<file path="config.mk">
export PLATFORM = sky130hd
export DESIGN_NAME = mem_arbiter
export DESIGN_NICKNAME = d
export VERILOG_FILES = /design/src/rtl/mem_arbiter.sv
export SDC_FILE = /design/constraint.sdc
export NUM_CORES = 1
export LEC_CHECK = 0
export BUFFER_PORTS_ARGS = -buffer_cell sky130_fd_sc_hd__buf_2
export CORE_AREA = 2 2 118 120
export CTS_BUF_LIST = sky130_fd_sc_hd__clkbuf_2
export DETAILED_ROUTE_END_ITERATION = 12
export DIE_AREA = 0 0 120 122
export PLACE_DENSITY = 0.57
export SETUP_SLACK_MARGIN = 0.5
export SKIP_CTS_REPAIR_TIMING = 1
export SYNTH_ARGS = -nofsm -noshare
export SYNTH_HDL_FRONTEND = slang
export SYNTH_SLANG_ARGS = --single-unit
</file>
<file path="constraint.sdc">
create_clock -name clk -period 1.6 [get_ports clk]
set_input_delay 0.16 -clock clk [delete_from_list [all_inputs] [get_ports clk]]
set_output_delay 0.16 -clock clk [all_outputs]
set_load 0.005 [all_outputs]
</file>
<file path="src/rtl/mem_arbiter.sv">
// Arbiter sharing the unified memory between the CPU core and an aux master.
// Optional ARB_STATS_EN adds a saturating cpu_stall_cnt output.
module mem_arbiter #(
    parameter int WIDTH     = 32,
    parameter int ADDR_W    = 32,
    parameter int MAX_BURST = 4
) (
    input  logic              clk,
    input  logic              rst,
    input  logic              cpu_req,
    input  logic              cpu_we,
    input  logic [ADDR_W-1:0] cpu_addr,
    input  logic [WIDTH-1:0]  cpu_wdata,
    output logic              cpu_gnt,
    output logic              cpu_rvalid,
    output logic [WIDTH-1:0]  cpu_rdata,
    output logic              cpu_stall,
    input  logic              aux_req,
    input  logic              aux_we,
    input  logic [ADDR_W-1:0] aux_addr,
    input  logic [WIDTH-1:0]  aux_wdata,
    output logic              aux_gnt,
    output logic              aux_rvalid,
    output logic [WIDTH-1:0]  aux_rdata,
    output logic              mem_en,
    output logic              mem_we,
    output logic [ADDR_W-1:0] mem_addr,
    output logic [WIDTH-1:0]  mem_wdata,
    input  logic [WIDTH-1:0]  mem_rdata
`ifdef ARB_STATS_EN
    ,
    output logic [31:0]       cpu_stall_cnt
`endif
);

    typedef enum logic [1:0] {IDLE, CPU_OWN, AUX_OWN} state_e;

    localparam logic [3:0] MAX_C = 4'(MAX_BURST);

    state_e     state_q, state_d;
    logic [3:0] cnt_q, cnt_d;
    logic       rd_pend_cpu_q, rd_pend_cpu_d;
    logic       rd_pend_aux_q, rd_pend_aux_d;

    always_ff @(posedge clk) begin
        if (rst) begin
            state_q       <= IDLE;
            cnt_q         <= 4'd0;
            rd_pend_cpu_q <= 1'b0;
            rd_pend_aux_q <= 1'b0;
        end else begin
            state_q       <= state_d;
            cnt_q         <= cnt_d;
            rd_pend_cpu_q <= rd_pend_cpu_d;
            rd_pend_aux_q <= rd_pend_aux_d;
        end
    end

    always_comb begin
        state_d = IDLE;
        cnt_d   = 4'd0;
        cpu_gnt = 1'b0;
        aux_gnt = 1'b0;
        if (!rst) begin
            if (cpu_req && aux_req) begin
                // Aux only wins once the CPU has used its full burst and did not just lose to aux.
                if (cnt_q >= MAX_C && state_q != AUX_OWN) begin
                    aux_gnt = 1'b1;
                    state_d = AUX_OWN;
                end else begin
                    cpu_gnt = 1'b1;
                    state_d = CPU_OWN;
                    cnt_d   = cnt_q + 4'd1;
                end
            end else if (cpu_req) begin
                cpu_gnt = 1'b1;
                state_d = CPU_OWN;
            end else if (aux_req) begin
                aux_gnt = 1'b1;
                state_d = AUX_OWN;
            end
        end
    end

    always_comb begin
        mem_en    = cpu_gnt | aux_gnt;
        mem_we    = 1'b0;
        mem_addr  = '0;
        mem_wdata = '0;
        if (cpu_gnt) begin
            mem_we    = cpu_we;
            mem_addr  = cpu_addr;
            mem_wdata = cpu_wdata;
        end else if (aux_gnt) begin
            mem_we    = aux_we;
            mem_addr  = aux_addr;
            mem_wdata = aux_wdata;
        end
        rd_pend_cpu_d = cpu_gnt & ~cpu_we;
        rd_pend_aux_d = aux_gnt & ~aux_we;
    end

    // A read pending across the edge into reset must not surface during the reset cycle.
    assign cpu_rvalid = rd_pend_cpu_q & ~rst;
    assign aux_rvalid = rd_pend_aux_q & ~rst;
    assign cpu_rdata  = mem_rdata;
    assign aux_rdata  = mem_rdata;
    assign cpu_stall  = cpu_req & ~cpu_gnt;

`ifdef ARB_STATS_EN
    logic [31:0] stall_cnt_q, stall_cnt_d;

    always_comb begin
        stall_cnt_d = stall_cnt_q;
        if (cpu_stall && stall_cnt_q != 32'hFFFF_FFFF) begin
            stall_cnt_d = stall_cnt_q + 32'd1;
        end
    end

    always_ff @(posedge clk) begin
        if (rst) begin
            stall_cnt_q <= 32'd0;
        end else begin
            stall_cnt_q <= stall_cnt_d;
        end
    end

    assign cpu_stall_cnt = stall_cnt_q;
`endif

endmodule
</file>
# --- Yosys cells after proc, flatten, opt, wreduce, memory -nomap -nowiden ---
# Index checks and enable logic that the tools add are counted.
classes:
  muxes: 19
  order_cmp: 1
  n_eq_ne: 1
  n_reduce_logical: 3
  n_bitwise: 11
  n_addsub: 1
ops:
  columns: ["operator", "count"]
  rows:
  - ["two-way mux 32 bit", 4]
  - ["two-way mux 1 bit", 11]
  - ["two-way mux 2 bit", 4]
  - ["AND 1 bit", 5]
  - ["inverter 1 bit", 5]
  - ["adder 4 x 1 -> 4 bit (second input constant)", 1]
  - [">= comparator 4 x 3 -> 1 bit (second input constant)", 1]
  - ["OR reduction 3 bit", 1]
  - ["logical AND 1 bit", 2]
  - ["inequality test 2 bit (second input constant)", 1]
  - ["OR 1 bit", 1]
word_totals:
  word_cells: 40
  regBits: 8
  output_inout_bits: 135

# --- Logic depth before layout (Yosys ltp) ---
logic_depth:
  word_depth: 7
  depth_mapped: 6
  mapped_depth_nobuf: 3

# --- Worst setup path before layout ---
# Ideal clock, no wire load.
synth_path:
  path_type: "register -> output"
  start: "register state_q[0]"
  end: "output port mem_addr[0]"
  path_buffers: 2
  arrival_ps: 1093
  slack_ps: 347
  path_stages_with_launch: 6
  cell_sequence: "dfxtp_1 -> and2b_1 -> buf_4 -> clkbuf_1 -> o211ai_1 -> nand3_1"
synth_between:
  elab_chain_cells: 7
  elab_cells_between_ends: 10
synth_rtl:
  columns: ["item", "line_no", "source"]
  rows:
  - ["start: declaration", "40", "state_e state_q, state_d;"]
  - ["start signal: assignment", "52", "state_q <= state_d;"]
  - ["inequality test 2 bit *", "67", "if (cnt_q >= MAX_C && state_q != AUX_OWN) begin"]
  - ["logical AND 1 bit *", "67", null]
  - ["two-way mux 1 bit", "67", null]
  - ["two-way mux 1 bit", "65", "if (cpu_req && aux_req) begin"]
  - ["two-way mux 1 bit", "64", "if (!rst) begin"]
  - ["two-way mux 32 bit", "94", "end else if (aux_gnt) begin"]
  - ["two-way mux 32 bit *", "90", "if (cpu_gnt) begin"]
  - ["end: declaration", "27", "output logic [ADDR_W-1:0] mem_addr,"]
# Every way passes the cells marked *; elsewhere a longest branch is shown, timed or not.

# --- Worst setup path after layout ---
layout_path:
  start: "register cnt_q[3]"
  end: "output port mem_wdata[25]"
layout_between:
  elab_chain_cells: 7
  elab_cells_between_ends: 10
layout_rtl:
  columns: ["item", "line_no", "source"]
  rows:
  - ["start: declaration", "41", "logic [3:0] cnt_q, cnt_d;"]
  - ["start signal: assignment", "53", "cnt_q <= cnt_d;"]
  - [">= comparator 4 x 3 -> 1 bit *", "67", null]
  - ["logical AND 1 bit *", "67", null]
  - ["two-way mux 1 bit", "67", null]
  - ["two-way mux 1 bit", "65", null]
  - ["two-way mux 1 bit", "64", null]
  - ["two-way mux 32 bit", "94", null]
  - ["two-way mux 32 bit *", "90", null]
  - ["end: declaration", "28", "output logic [WIDTH-1:0] mem_wdata,"]
# Marks and branches as above.

==> metrics.cfg <==
[route]
wire_per_inst_um=19.0
drtAntennaViolNets=0
num_vias=4491
drtPass1Iterations=5
drc=0
first_iter_violations=395
vias_per_cell=5.69
drt-total-wl_um=15000

[cells_and_area]
drive_gt1_share_pct=42.4
multi_input_area_um2=2430
diodes=0
fillers=1513
fin_cells=789
nets=778
regArea_um2=164
synthToLayoutAreaGrowth_pct=30.5

[setup_path]
cp.required_ns=1.44
r2r_cells=4
startpoint=cnt_q[3]
slowest_delay_ns=0.35
crit_type=reg -> out
end_kind=output pin
arrival_ns=1.47
worstPathCellList=or2_4, clkbuf_16, nand4_1, nand3_1, buf_2
cp_slowest_cell=dfxtp_2
cp_max_fo=21
r2r_start=cnt_q[3]
crit_path_start_kind=flip-flop

[min_path]
hold_path_startpoint=cpu_we
hold_class=in -> reg
min_path_cells=2

[timing]
fmax_ghz=0.614
rsz0062_at_grt=yes
finalCritPeriodShare_pct=102
drv_slew=0
fin_worst_skew_ns=0.00751
worst_pin_slew_ns=0.322
whs_ns=0.123
worst_slack_ns=-0.0278
relSlewSlack_pct=78.5
finalHoldViolCount=0
setup_viol=22
min_period_ns=1.63

[logic_synthesis]
netlist_area_um2=3420
syn_inst=499
yosysUniqueCellTypes=27
avgSynthCellArea_um2=6.86
synth-seq-cells=8
ys_warn_count=0
ys_seq_area_share_pct=4.68
syn_nets=666

[power]
leakage_uw=0.00194
powerDensity_nw_per_um2=273
ir_worst_vdd_v=0.000346

[run]
maxCapViolations=0

[outcome]
status=finished, violations left
violations=setup timing

[die]
io_pins=301
die_y_um=122
die_x_um=120
die_area_um2=14600
initial_core_util_pct=25.3
rows=43
core_area_um2=13500

[cts]
clkLatencyLatePin_ns=0.24
clk_pin_slew_ns=0.08
cts_tree=yes
cts_buffers=3
cts_buffer_depth=2
clock-sinks=8
root_buffer=clkbuf_2
htree_levels=1

[placement]
dp.cells=771
dp_hpwl_um=9710
portBuffers=204
gp_congestion=0.740

[grt]
grt-ovfl-total=0
grt_usage_pct=16.8
antenna_found_initial=1
grt_pass1_vias=4025
grt_pass1_wl_um=20700
grt_max_degree=55

==> Yosys cell counts <==
library cell	number	share of area, %
and2b_1	2	0.44
nor2b_1	66	12
xnor2_1	1	0.26
a21boi_1	1	0.22
ha_1	1	0.37
nand4_1	65	12
clkbuf_1	26	2.9
nand3_1	66	9.6
o21a_1	1	0.22
a32oi_1	65	17
nor2b_4	1	0.40
buf_2	27	3.9
nor2b_2	1	0.26
xor2_1	1	0.26
nand2b_2	1	0.26
dfxtp_1	8	4.7
or2_1	1	0.18
nor3_1	5	0.73
nor2_1	7	0.77
o211ai_1	65	14
and3_1	2	0.37
nand2b_1	2	0.37
nor2_2	1	0.18
buf_1	2	0.22
o21ai_1	1	0.15
buf_4	72	16
buf_6	8	2.6
==> stage by stage <==
step / cell area (µm²) / TNS [ns] / power [µW] / setup WS [ns] / utilization (%)
after floorplan: 3530 / 0 / 797 / 0.422 / -
after global placement: 4160 / 0 / 1090 / 0.166 / 30.8
after detailed placement: 4160 / 0 / 1090 / 0.166 / 30.8
after CTS: 4180 / -5.10 / 1210 / -0.109 / 30.9
after global routing: 4470 / -4.45 / 1330 / -0.0914 / 33.1
final: 4470 / -0.265 / 1220 / -0.0278 / 33.1
==> cell families after synthesis <==
group                      count (synthesis)  share of synthesized area [%]
and+or+nand+nor                          220                           37.5
buffers and inverters                    135                           25.4
adders and majority gates                  1                          0.365
AOI/OAI and AO/OA                        133                           31.5
xor gates and xnor gates                   2                          0.512
DFF                                        8                           4.68
==> worst paths after layout <==
path                   endpoint  slack, ns
setup / recovery  mem_wdata[25]      -0.03
hold / removal    rd_pend_cpu_q       0.12
setup reg to reg  rd_pend_cpu_q       0.34
hold reg to reg        cnt_q[0]       0.46
==> cells in the final DEF, fill, tap and decap left out, types with 2 or more instances in the layout <==
cell type | synthesis | final
nand4_1 | 65 | 65
buf_4 | 72 | 14
nor2b_4 | 1 | 2
buf_6 | 8 | 2
buf_2 | 27 | 203
nor2_1 | 7 | 6
buf_8 | 0 | 2
o211ai_1 | 65 | 65
nor2b_1 | 66 | 66
nor2_4 | 0 | 2
clkbuf_16 | 0 | 7
dfxtp_1 | 8 | 5
nand3_1 | 66 | 66
a32oi_1 | 65 | 65
nor3_1 | 5 | 4
clkbuf_2 | 0 | 3
buf_12 | 0 | 14
nand2b_1 | 2 | 2
dfxtp_2 | 0 | 3
==> power breakdown <==
part | total, µW | internal, µW | switching, µW | leakage [µW]
combinational | 892 | 421 | 471 | 0.00186
sequential | 207 | 205 | 2.84 | 0.0000666
clock | 122 | 51.1 | 70.6 | 0.0000125
==> registers in the layout (all words and copies together) (netlist names) <==
register,cells
rd_pend_aux_q,1
cnt_q,4
rd_pend_cpu_q,1
state_q,2
==> layout make-up <==
cell class | instances | area share (%)
clock buffer | 3 | 0.336
multi-input combinational | 356 | 54.5
sequential | 8 | 3.67
tap | 180 | 5.04
timing repair buffer | 242 | 36.5
==> critical path, delay by kind of cell, from the launching register on <==
kind,cells,cell delay [ns]
flops,1,0.35
buf+inv,2,0.36
simple gates,3,0.51
==> layer usage <==
| metal | part of all wire, % | track usage (%) | up-vias | wire length, µm |
|---|---|---|---|---|
| met5 | 0.087 | 0 | - | 13 |
| met4 | 0.94 | 2.65 | 2 | 142 |
| met3 | 8.6 | 2.95 | 16 | 1290 |
| met2 | 49 | 30.2 | 234 | 7400 |
| met1 | 41 | 21.3 | 2107 | 6180 |
| li1 | - | - | 2132 | - |
Power figures use the tool's default switching activity.
